## config.mk

```make
export PLATFORM = sky130hd
export DESIGN_NAME = psum_drain
export DESIGN_NICKNAME = d
export VERILOG_FILES = /design/src/rtl/psum_drain.sv
export SDC_FILE = /design/constraint.sdc
export NUM_CORES = 1
export LEC_CHECK = 0
export CORE_MARGIN = 2
export CORE_UTILIZATION = 40
export CTS_CLUSTER_SIZE = 28
export DETAILED_ROUTE_END_ITERATION = 7
export SYNTH_ARGS = -nofsm -noshare
export SYNTH_HDL_FRONTEND = slang
export SYNTH_SLANG_ARGS = --single-unit
```

## constraint.sdc

```tcl
create_clock -name CLK -period 6.7 [get_ports CLK]
set_input_delay 1.005 -clock CLK [delete_from_list [all_inputs] [get_ports CLK]]
set_output_delay 1.005 -clock CLK [all_outputs]
set_load 0.01 [all_outputs]
```

## src/rtl/psum_drain.sv

```systemverilog
// psum_drain: captures the core's partial-sum vector on i_Done, requantizes each lane
//   (arithmetic shift, optional ReLU, signed saturation) and streams the lanes one per cycle.
// Latency: i_Done at edge N drives o_Vld high after edge N when the active slot is free.
// Backpressure: lanes hold while o_Vld && !i_Rdy. A pending slot absorbs one more capture
//   (o_Stall high). A capture into two full slots is dropped and o_Overflow is set.
// Ports: CLK/RST (async, active-low); i_Done/i_Psum/i_Shift/i_Relu capture side;
//   i_Rdy/o_Vld/o_Data/o_Idx/o_Last output stream; o_Stall/o_Overflow/i_Clr_Err status.
module psum_drain #(
  parameter int PE_ARRAY  = 16,
  parameter int BITS_PSUM = 20,
  parameter int BITS_OUT  = 8
) (
  input  logic                            CLK,
  input  logic                            RST,
  input  logic                            i_Done,
  input  logic [BITS_PSUM*PE_ARRAY-1:0]   i_Psum,
  input  logic [4:0]                      i_Shift,
  input  logic                            i_Relu,
  input  logic                            i_Clr_Err,
  input  logic                            i_Rdy,
  output logic                            o_Vld,
  output logic [BITS_OUT-1:0]             o_Data,
  output logic [$clog2(PE_ARRAY)-1:0]     o_Idx,
  output logic                            o_Last,
  output logic                            o_Stall,
  output logic                            o_Overflow
);

  localparam int IW = $clog2(PE_ARRAY);
  localparam logic [IW-1:0] LAST_IDX = IW'(PE_ARRAY - 1);
  localparam logic signed [BITS_PSUM-1:0] SAT_MAX = BITS_PSUM'((2 ** (BITS_OUT - 1)) - 1);
  localparam logic signed [BITS_PSUM-1:0] SAT_MIN = -SAT_MAX - BITS_PSUM'(1);

  // Active slot (currently draining) and pending slot (waiting behind it).
  logic [BITS_PSUM*PE_ARRAY-1:0] r_act_vec, r_pend_vec;
  logic [4:0]                    r_act_shift, r_pend_shift;
  logic                          r_act_relu, r_pend_relu;
  logic                          r_act_full, r_pend_full;
  logic [IW-1:0]                 r_idx;
  logic                          r_overflow;

  logic w_xfer, w_last_xfer, w_drop;

  assign w_xfer      = r_act_full & i_Rdy;
  assign w_last_xfer = w_xfer & (r_idx == LAST_IDX);
  // Finishing the last lane this edge frees a slot, so a simultaneous capture still fits.
  assign w_drop      = i_Done & r_act_full & r_pend_full & ~w_last_xfer;

  always_ff @(posedge CLK or negedge RST) begin
    if (!RST) begin
      r_act_vec    <= '0;
      r_act_shift  <= '0;
      r_act_relu   <= 1'b0;
      r_act_full   <= 1'b0;
      r_pend_vec   <= '0;
      r_pend_shift <= '0;
      r_pend_relu  <= 1'b0;
      r_pend_full  <= 1'b0;
      r_idx        <= '0;
      r_overflow   <= 1'b0;
    end else begin
      if (w_last_xfer) begin
        r_idx <= '0;
        if (r_pend_full) begin
          // Promote pending; a simultaneous capture refills pending.
          r_act_vec   <= r_pend_vec;
          r_act_shift <= r_pend_shift;
          r_act_relu  <= r_pend_relu;
          if (i_Done) begin
            r_pend_vec   <= i_Psum;
            r_pend_shift <= i_Shift;
            r_pend_relu  <= i_Relu;
          end else begin
            r_pend_full <= 1'b0;
          end
        end else if (i_Done) begin
          // Back-to-back capture goes straight into active with no bubble.
          r_act_vec   <= i_Psum;
          r_act_shift <= i_Shift;
          r_act_relu  <= i_Relu;
        end else begin
          r_act_full <= 1'b0;
        end
      end else if (!r_act_full) begin
        if (i_Done) begin
          r_act_vec   <= i_Psum;
          r_act_shift <= i_Shift;
          r_act_relu  <= i_Relu;
          r_act_full  <= 1'b1;
          r_idx       <= '0;
        end
      end else begin
        if (w_xfer) r_idx <= r_idx + 1'b1;
        if (i_Done && !r_pend_full) begin
          r_pend_vec   <= i_Psum;
          r_pend_shift <= i_Shift;
          r_pend_relu  <= i_Relu;
          r_pend_full  <= 1'b1;
        end
      end

      if (w_drop)         r_overflow <= 1'b1;
      else if (i_Clr_Err) r_overflow <= 1'b0;
    end
  end

  // Requantize the lane selected by r_idx; purely a function of registers.
  logic [BITS_PSUM-1:0]        w_lanes [PE_ARRAY];
  logic signed [BITS_PSUM-1:0] w_lane, w_shr, w_rl;
  logic [BITS_OUT-1:0]         w_q;

  for (genvar g = 0; g < PE_ARRAY; g++) begin : g_lane
    assign w_lanes[g] = r_act_vec[g*BITS_PSUM +: BITS_PSUM];
  end

  assign w_lane = $signed(w_lanes[r_idx]);
  // Shift amounts at or beyond the lane width fill with the sign bit (0 or -1).
  assign w_shr  = w_lane >>> r_act_shift;
  assign w_rl   = (r_act_relu && w_shr[BITS_PSUM-1]) ? '0 : w_shr;

  always_comb begin
    w_q = w_rl[BITS_OUT-1:0];
    if (w_rl > SAT_MAX)      w_q = SAT_MAX[BITS_OUT-1:0];
    else if (w_rl < SAT_MIN) w_q = SAT_MIN[BITS_OUT-1:0];
  end

  assign o_Vld      = r_act_full;
  assign o_Data     = w_q;
  assign o_Idx      = r_idx;
  assign o_Last     = r_act_full & (r_idx == LAST_IDX);
  assign o_Stall    = r_pend_full;
  assign o_Overflow = r_overflow;

endmodule

```

==> flow_metrics.env <==
export IMPL_status="complete, no violations"
export IMPL_post_route_util=0.491
export IMPL_dieArea_um2=79800
export IMPL_fill_cells=6813
export IMPL_ys_types=74
export IMPL_pwr_share_comb=0.350
export IMPL_instances_no_fill=3913
export IMPL_hold_buffers=0
export IMPL_grt_pass1_vias=22000
export IMPL_initialDrtViolationCount=1754
export IMPL_whs_path_depth=2
export IMPL_p_int_mw=11.4
export IMPL_wl_per_cell_um=25.0
export IMPL_drc=0
export IMPL_seqPwrFrac=0.423
export IMPL_fin_crit_ns=6.28
export IMPL_dp_hpwl_um=69500
export IMPL_wl_um=97600
export IMPL_finalMaxSlewViolations=0
export IMPL_drive_above_1_share=0.209
export IMPL_placed_cells=3784
export IMPL_final_antenna_net_count=0
export IMPL_ys_flop_type="dfrtp_1"
export IMPL_leakagePower_nw=17.7
export IMPL_arrival_ns=5.28
export IMPL_clk_pin_slew_worst_paths_ns=0.07
export IMPL_clockPowerShare=0.227
export IMPL_grt_max_degree=245
export IMPL_setup_tns_ns=0
export IMPL_critPathLaunch="o_Idx[1]"
export IMPL_p_sw_mw=6.35
export IMPL_slowest_stage="dfrtp_4"
export IMPL_p_total_mw=17.7
export IMPL_ir_worst_vdd_uv=190
export IMPL_rrSetupSlack_ns=2.59
export IMPL_grt_setup_unrepaired="false"
export IMPL_grt_usage=0.243
export IMPL_yosys_warnings=0
export IMPL_dpl_instance_area_um2=35400
export IMPL_syn_area_um2=31000
export IMPL_drv_cap=0
export IMPL_h_tree_depth=3
export IMPL_slew_headroom=0.219
export IMPL_antenna_found_initial=23
export IMPL_cts_buffer_depth=3
export IMPL_yosysTopAreaCellShare=0.531
export IMPL_fin_nets=3154
export IMPL_synth_fp_nets=2879
export IMPL_clk_latency_ns=0.60
export IMPL_r2r_cells=9
export IMPL_layout_commonest_cell="dfrtp_1"
export IMPL_hold_path_end="r_act_vec[111]"
export IMPL_postCtsSetupRepairBufs=0
export IMPL_synthArstFlopShare=1.00
export IMPL_cts_buffers=74
export IMPL_vias=21600
export IMPL_fin_skew_ns=0.0186
export IMPL_yosysSeqAreaShare=0.531
export IMPL_port_buffers=346
export IMPL_hold_violations=0
export IMPL_pwr_density_cell_nw_per_um2=468
export IMPL_synth_avg_cell_area_um2=12.2
export IMPL_max_stage_delay_ns=0.71
export IMPL_worst_slack_ns=0.417
export IMPL_path_class="flop to output port"
export IMPL_synth_area_leaders="dfrtp_1 (53%), mux2_2 (12%), mux2i_1 (12%), mux4_2 (5.7%), o21ai_0 (5.5%)"
export IMPL_cts_tree="built"
export IMPL_synth_top_area_cell="dfrtp_1"
export IMPL_ioPinCount=347
export IMPL_post_cts_resized=0
export IMPL_reg2reg_from="o_Idx[1]"
export IMPL_end_kind="output port"
export IMPL_row_count=102
export IMPL_reg2reg_to="r_pend_vec[147]"
export IMPL_die_h_um=283
export IMPL_setup_viol=0
export IMPL_drt_pass1_iterations=5
export IMPL_gp_congestion=0.863
export IMPL_root_buffer="clkbuf_16"
export IMPL_cts_num_sinks=659
export IMPL_final_cell_mix="dfrtp_1 (655), nand2_1 (366), mux2i_1 (360)"
export IMPL_start_util=0.403
export IMPL_netlist_instances=2547
export IMPL_min_period_over_period=0.938
export IMPL_p_sw_frac=0.358
export IMPL_fmax_ghz=0.159
export IMPL_tightest_slew_ns=1.17
export IMPL_critical_path_required_ns=5.69
export IMPL_area_growth_syn_to_layout_pct=22.0
export IMPL_cp_start_kind="flop"
export IMPL_synth_edff_count=0
export IMPL_worstHoldStart="r_pend_vec[111]"
export IMPL_critPathMaxFanout=26
export IMPL_grt_pass1_wl_um=144000
export IMPL_place_ws_ns=0.770
export IMPL_min_path_type="flop to flop"
export IMPL_yosys_register_bits=659
export IMPL_overflow=0
export IMPL_die_w_um=283
export IMPL_via_per_inst=5.51
export IMPL_hold_ws_ns=0.454
export IMPL_finish_instance_area_um2=37900
export IMPL_crit_chain="buf_12, nor2b_1, a221oi_1, o21ai_1, a2bb2oi_1, o21ai_0, a221o_1, nor2_4, a41oi_2, o41ai_1, buf_4, clkdlybuf4s50_1"
export IMPL_core_area_um2=77100
-- worst max-delay path, delay by kind of cell (launching register included) --
family	cells	cell delay, ns
buffers and inverters	3	1.02
AOI/OAI and AO/OA	7	2.61
and+or+nand+nor	2	0.34
DFF	1	0.71
-- power groups by stage --
stage | combinational [mW] | sequential [mW] | clock [mW]
6_report | 6.21 | 7.50 | 4.02
4_1_cts | 6.16 | 7.51 | 4.12
3_5_place_dp | 6.13 | 7.56 | 0
5_1_grt | 6.73 | 7.68 | 4.29
2_1_floorplan | 4.23 | 6.62 | 0
3_3_place_gp | 6.01 | 7.51 | 0
-- synth_stat cells (8+ instances only) --
cell / count
a211oi_1: 8
a21oi_1: 13
a31oi_1: 8
buf_1: 25
buf_2: 10
clkbuf_1: 139
dfrtp_1: 659
mux2_2: 335
mux2i_1: 360
mux4_2: 79
nand2_1: 367
nand3_1: 9
nor2_1: 28
nor2b_1: 8
o21ai_0: 341
o21ai_1: 9
-- per-layer routing --
| layer | global-route usage | wire (µm) | part of all wire | vias to the layer above |
|---|---|---|---|---|
| met3 | 0.0542 | 5730 | 0.059 | 138 |
| li1 | - | - | - | 9732 |
| met5 | 0 | 149 | 0.0015 | - |
| met4 | 0.0583 | 2240 | 0.023 | 22 |
| met1 | 0.338 | 43500 | 0.45 | 11200 |
| met2 | 0.387 | 46000 | 0.47 | 519 |
-- logic make-up after synthesis --
family	after synthesis	share of synthesized area
compound gates	454	0.0842
fa+ha+maj	1	0.000403
buf+inv	200	0.0281
flops	659	0.531
mux	775	0.295
simple gates	458	0.0608
-- area by class of cell --
type / instances / area [µm²] / share of cell area
diodes: 3 / 7.51 / 0.000198
clock buffers: 107 / 2240 / 0.0591
clock inverters: 17 / 166 / 0.00439
inverters: 10 / 37.5 / 0.000991
multi-input cells: 1688 / 13700 / 0.362
flip-flops and latches: 659 / 16500 / 0.436
well taps: 1040 / 1300 / 0.0343
repair buffers: 389 / 3930 / 0.104
-- sequential cells by signal, indices dropped and copies added (netlist names), 4 cells and up --
signal	count
r_act_vec	320
o_Idx	4
r_act_shift	5
r_pend_vec	320
r_pend_shift	5
-- worst max-delay path by stage --
stage	end	slack, ns	depth (start not counted)
after CTS	o_Data[5]	0.10	12
after floorplan	o_Data[5]	2.40	11
after global routing	o_Data[5]	0.04	12
after detailed placement	o_Data[5]	0.77	12
final	o_Data[5]	0.42	12
after global placement	o_Data[6]	0.79	12
No activity file was read; power rests on OpenSTA's default activity.
